File: src/rtl/cpu_oci_trace_pkg.sv
// Shared types and constants for the OCI trace capture block: FSM encoding,
// default sizes and a constant-friendly clog2 helper.
package cpu_oci_trace_pkg;

  typedef enum logic [1:0] {
    ST_RUN   = 2'd0,
    ST_FLUSH = 2'd1,
    ST_DONE  = 2'd2
  } trace_state_e;

  localparam int DEF_DCT_W  = 30;
  localparam int DEF_CNT_W  = 4;
  localparam int DEF_DEPTH  = 16;
  localparam int DEF_DROP_W = 16;

  function automatic int clog2(input int value);
    int r;
    int v;
    r = 0;
    v = value - 1;
    while (v > 0) begin
      r = r + 1;
      v = v >> 1;
    end
    return r;
  endfunction

endpackage

File: src/rtl/cpu_oci_trace_fifo.sv
// First-word-fall-through FIFO; the head entry is always visible on rdata.
// Full/empty come from the occupancy count, so pointers need no extra wrap bit.
module cpu_oci_trace_fifo
  import cpu_oci_trace_pkg::*;
#(
  parameter int W     = 34,
  parameter int DEPTH = DEF_DEPTH,
  localparam int PTR_W = clog2(DEPTH),
  localparam int LVL_W = PTR_W + 1
) (
  input  logic             clk,
  input  logic             reset_n,
  input  logic             push,
  input  logic             pop,
  input  logic [W-1:0]     wdata,
  output logic [W-1:0]     rdata,
  output logic [LVL_W-1:0] level,
  output logic             full,
  output logic             empty
);

  logic [W-1:0]     mem [DEPTH];
  logic [PTR_W-1:0] wr_ptr;
  logic [PTR_W-1:0] rd_ptr;
  logic             do_push;
  logic             do_pop;

  assign full    = (level == LVL_W'(DEPTH));
  assign empty   = (level == '0);
  assign do_pop  = pop && !empty;
  assign do_push = push && (!full || do_pop);
  assign rdata   = mem[rd_ptr];

  // Storage carries no reset: contents are don't-care until written.
  always_ff @(posedge clk) begin
    if (do_push) mem[wr_ptr] <= wdata;
  end

  always_ff @(posedge clk or negedge reset_n) begin
    if (!reset_n) begin
      wr_ptr <= '0;
      rd_ptr <= '0;
      level  <= '0;
    end else begin
      if (do_push) wr_ptr <= wr_ptr + PTR_W'(1);
      if (do_pop)  rd_ptr <= rd_ptr + PTR_W'(1);
      case ({do_push, do_pop})
        2'b10:   level <= level + LVL_W'(1);
        2'b01:   level <= level - LVL_W'(1);
        default: level <= level;
      endcase
    end
  end

endmodule

File: src/rtl/cpu_oci_trace_capture.sv
// Trace capture beside the CPU OCI: buffers {dct_count, dct_buffer} words and
// sequences end-of-test as RUN -> FLUSH -> DONE while the consumer drains.
module cpu_oci_trace_capture
  import cpu_oci_trace_pkg::*;
#(
  parameter int DCT_W  = DEF_DCT_W,
  parameter int CNT_W  = DEF_CNT_W,
  parameter int DEPTH  = DEF_DEPTH,
  parameter int DROP_W = DEF_DROP_W,
  localparam int LVL_W = clog2(DEPTH) + 1
) (
  input  logic                   clk,
  input  logic                   reset_n,
  input  logic [DCT_W-1:0]       dct_buffer,
  input  logic [CNT_W-1:0]       dct_count,
  input  logic                   dct_valid,
  input  logic                   test_ending,
  input  logic                   test_has_ended,
  output logic                   rd_valid,
  output logic [CNT_W+DCT_W-1:0] rd_data,
  input  logic                   rd_ready,
  output logic [LVL_W-1:0]       level,
  output logic                   overflow,
  output logic [DROP_W-1:0]      drop_cnt,
  output logic                   capturing,
  output logic                   done,
  output logic [1:0]             dbg_state
);

  // Readout handshake: a word moves on every rising edge where rd_valid and
  // rd_ready are both 1; while rd_valid=1 and rd_ready=0, rd_data holds steady.
  trace_state_e state;
  logic         ended_seen;
  logic         fifo_full;
  logic         fifo_empty;
  logic         pop;
  logic         push;
  logic         drop;
  logic         in_run;

  assign in_run    = (state == ST_RUN);
  assign rd_valid  = !fifo_empty;
  assign pop       = rd_valid && rd_ready;
  assign push      = in_run && dct_valid && (!fifo_full || pop);
  assign drop      = in_run && dct_valid && fifo_full && !pop;
  assign dbg_state = state;

  cpu_oci_trace_fifo #(
    .W     (CNT_W + DCT_W),
    .DEPTH (DEPTH)
  ) u_fifo (
    .clk     (clk),
    .reset_n (reset_n),
    .push    (push),
    .pop     (pop),
    .wdata   ({dct_count, dct_buffer}),
    .rdata   (rd_data),
    .level   (level),
    .full    (fifo_full),
    .empty   (fifo_empty)
  );

  always_ff @(posedge clk or negedge reset_n) begin
    if (!reset_n) begin
      state      <= ST_RUN;
      ended_seen <= 1'b0;
      overflow   <= 1'b0;
      drop_cnt   <= '0;
      capturing  <= 1'b1;
      done       <= 1'b0;
    end else begin
      if (test_has_ended) ended_seen <= 1'b1;
      if (drop) begin
        overflow <= 1'b1;
        if (drop_cnt != '1) drop_cnt <= drop_cnt + DROP_W'(1);
      end
      // DONE waits for both an empty FIFO and a seen test_has_ended.
      case (state)
        ST_RUN: begin
          if (test_ending || test_has_ended) begin
            state     <= ST_FLUSH;
            capturing <= 1'b0;
          end
        end
        ST_FLUSH: begin
          if (fifo_empty && ended_seen) begin
            state <= ST_DONE;
            done  <= 1'b1;
          end
        end
        ST_DONE: state <= ST_DONE;
        default: begin
          state     <= ST_DONE;
          capturing <= 1'b0;
          done      <= 1'b1;
        end
      endcase
    end
  end

endmodule

File: config.mk
export PLATFORM = sky130hd
export DESIGN_NAME = cpu_oci_trace_capture
export DESIGN_NICKNAME = d
export VERILOG_FILES = /design/src/rtl/cpu_oci_trace_pkg.sv /design/src/rtl/cpu_oci_trace_fifo.sv /design/src/rtl/cpu_oci_trace_capture.sv
export SDC_FILE = /design/constraint.sdc
export NUM_CORES = 1
export LEC_CHECK = 0
export BUFFER_PORTS_ARGS = -buffer_cell sky130_fd_sc_hd__buf_2
export CORE_UTILIZATION = 64
export CTS_BUF_LIST = sky130_fd_sc_hd__clkbuf_8
export DETAILED_ROUTE_END_ITERATION = 6
export PLACE_DENSITY = 0.85
export SKIP_LAST_GASP = 1
export SLEW_MARGIN = 20
export SYNTH_ARGS = -nofsm -noshare
export SYNTH_HDL_FRONTEND = slang
export SYNTH_HIERARCHICAL = 1
export SYNTH_SLANG_ARGS = --single-unit
export TNS_END_PERCENT = 100
File: constraint.sdc
create_clock -name clk -period 6.4 [get_ports clk]
set_clock_uncertainty 0.1 [all_clocks]
set_input_delay 1.92 -clock clk [delete_from_list [all_inputs] [get_ports clk]]
set_output_delay 1.92 -clock clk [all_outputs]
set_load 0.02 [all_outputs]
==> summary.txt <==
Floorplan
  • Vert. Die Dim: between 150 and 200 um
  • Initial core utilization: 0.650
  • I/O pin cnt: between 100 and 150
  • Die area: around 36,000 um2
  • Core Box Area: approximately 34,000 um2
  • Rows: 68
  • Die width: 189 um

Synthesis
  • Synth area leader: edfxtp_1
  • Synth Instances: ~1,000
  • Syn_nets: about 1,100
  • YS warnings: 6
  • Ys async rst share: 0.0604
  • Library cells used by synthesis: 54
  • Seq cells post-synth: 579
  • Sequential share of the synthesized area: 0.768
  • Synth Area per Inst: 21.5 um2
  • Top_reg_cell synth: edfxtp_1
  • Post-synth EDFFs: between 500 and 600
  • Area share of the largest cell type after synthesis: 0.729
  • Synthesized area: ~22,000 um2
  • Top cells by area, synth: edfxtp_1 73%, mux4_2 14%, dfrtp_1 3.8%, a22oi_1 2.3%, nand2_1 0.80%

Setup path
  • FF-to-FF End: u_fifo/mem[4][32]
  • Setup CP Type: reg2out
  • Crit path max-delay family: flip-flops
  • Setup crit end kind: output pin
  • CP Cell Sequence: buf_12 > mux4_2 > a22oi_1 > nand2_1 > buf_2
  • Critical path depth in cells: 5
  • Worst-path maximum fanout: 45
  • WP buf/inv: 2
  • CP Capture Point: rd_data[18]
  • Worst r2r src: u_fifo/level[1]
  • CP max-delay cell: dfrtp_4
  • Critical Path Max Stage Delay: roughly 0.84 ns
  • Flop2flop setup slack: around 2.7 ns
  • Startpoint types: register
  • Critical Path Start: u_fifo/rd_ptr[0]
  • Worst Reg2Reg Path Length in Cells: 9
  • CP arrival: 3.14 ns
  • Critical path required time: between 4 and 5 ns

Clocking
  • H-tree depth: 3
  • CTS root buffer: clkbuf_8
  • Total CTS buffers: roughly 90
  • Clock sinks: about 580
  • CTS Hold Bufs: 0
  • Post-CTS Setup Bufs: 0
  • Clock transition at path regs: around 0.060 ns
  • CTS tree: built
  • Worst-Skew Late Latency: slightly above 0.6 ns
  • CTS resizes: 0
  • Clk buf depth: 3

Drt
  • Drc violations: 0
  • Routed wl met3: between 4 and 5 mm
  • Vias post-DR: about 11,000
  • Total wire length: 47.3 mm
  • WL met2: approximately 24 mm
  • DR vias/cell: 6.58
  • Met1 WL: around 18 mm
  • DR iter-0 viols: about 1,200
  • Post-route ant nets: 0
  • WL/cell: approximately 27 um
  • First-pass DRT Iterations: 5
  • Top layer in use: met4

Outcome
  • Status: finished clean

Layout
  • Layout cell share with drive strength beyond 1: 0.328
  • Post-Layout Cell Count: around 1,700
  • Fin nets: between 1,000 and 1,500
  • Most frequent cells in the layout: 544 x edfxtp_1, 136 x mux4_2, 100 x buf_2
  • Area Overhead vs Synth: 12.8%
  • Commonest non-fill, non-tap cell in the layout: edfxtp_1
  • Final design utilization: 0.734

Timing
  • Min Tclk post-route: 5.16 ns
  • Tcrit/Tclk final: 0.807
  • Final hold slack: roughly 0.36 ns
  • Setup WS post-layout: between 1 and 1.5 ns
  • Fmax achieved: slightly below 200 MHz
  • Slew Viols, Final: 0
  • Setup_tns: 0 ns
  • Setup violations, final: 0
  • Unrepaired setup endpoints after global routing: false
  • Worst slew margin: 0.222
  • Fin. Hold Viols: 0
  • Tightest Pin Transition: 1.16 ns

Placed design
  • Cells after DPL: 1,573
  • PortBufs: 100
  • Post-place setup slack: 1.65 ns
  • HPWL after detailed placement: between 20 and 30 mm
  • Routability-driven placement congestion ratio: 0.762

Power and ir drop
  • Worst VDD drop: ~250 uV
  • Pleak: 8.50 nW
  • PwrDens: between 300 and 400 nW/um2

Hold path
  • Worst hold path type: reg2reg
  • HP Start: capturing

Global routing
  • Largest net degree at the start of global routing: 58
  • Total gr overflow: 0
  • Vias in the first global route: ~12,000
  • All-Layer GR Usage: 0.274
  • First-pass GRT wire length: slightly above 70 mm
  • Initial antenna violation count: 1

Flow run
  • Max_cap viols: 0
power breakdown:
part / internal [mW] / switching, mW
Sequential: 4.17 / 0.188
Clock: 1.38 / 1.36
Combinational: 1.24 / 1.49
Total: 6.80 / 3.04
stage by stage:
step,total power [mW],cell area [um2]
detailed placement,7.16,23700
global route,10.2,25300
global placement,7.09,23600
CTS,9.89,25300
floorplan,6.37,22400
finish,9.85,25300
logic make-up (layout without fill, tap and decap cells):
family                     after synthesis  in the layout  share of synthesized area
adders and majority gates               13             13                    0.00759
and+or+nand+nor                        129            129                     0.0313
other                                    0              1                          0
DFF                                    579            579                      0.768
muxes                                  142            142                      0.140
buffers and inverters                   64            291                     0.0145
xor gates and xnor gates                22             22                    0.00860
AOI/OAI and AO/OA                       91             91                     0.0303
synth_stat cells, types with 7 or more instances:
cell / instances
edfxtp_1: 544
mux4_2: 136
a22oi_1: 68
nand2_1: 48
dfrtp_1: 34
clkbuf_1: 22
nor2_1: 18
inv_1: 13
xor2_1: 13
ha_1: 12
nand3_1: 11
nor3_1: 11
buf_1: 10
nand2b_1: 9
xnor2_1: 9
buf_4: 7
buf_6: 7
registers in the layout, indices dropped and copies added (netlist names):
name	cells
done	1
capturing	1
u_fifo/wr_ptr	4
overflow	1
dbg_state	2
u_fifo/level	5
u_fifo/rd_ptr	4
drop_cnt	16
u_fifo/mem	544
ended_seen	1
per-layer routing:
metal  vias to the layer above  track usage
li1                       4692            -
met1                      5902        0.379
met2                       633        0.448
met3                       107       0.0508
met4                         0       0.0962
met5                         -            0
layout make-up:
type / instances / area, um2
Sequential cell: 579 / 17200
Fill cell: 1854 / 9170
Clock inverter: 55 / 278
Multi-Input combinational cell: 397 / 5010
Antenna cell: 1 / 2.50
Timing Repair Buffer: 130 / 883
Clock buffer: 93 / 1280
Tap cell: 455 / 569
Inverter: 13 / 48.8
worst min-delay path by stage:
stage / end / depth (start not counted) / slack, ns
2_1_floorplan: ended_seen / 1 / 0.33
5_1_grt: capturing / 1 / 0.38
6_report: capturing / 1 / 0.36
3_5_place_dp: ended_seen / 1 / 0.35
4_1_cts: capturing / 1 / 0.36
3_3_place_gp: done / 2 / 0.35
worst reg2reg max path, stage by stage (launching register included):
cell	delay [ns]
dfrtp_1	0.48
nor4_4	0.12
nand2b_1	0.16
inv_1	0.11
nand2b_1	0.22
inv_1	0.20
nand3b_1	0.25
nand2b_1	0.44
nor2_4	1.05
buf_4	0.32
No activity file was read; power rests on OpenSTA's default activity.
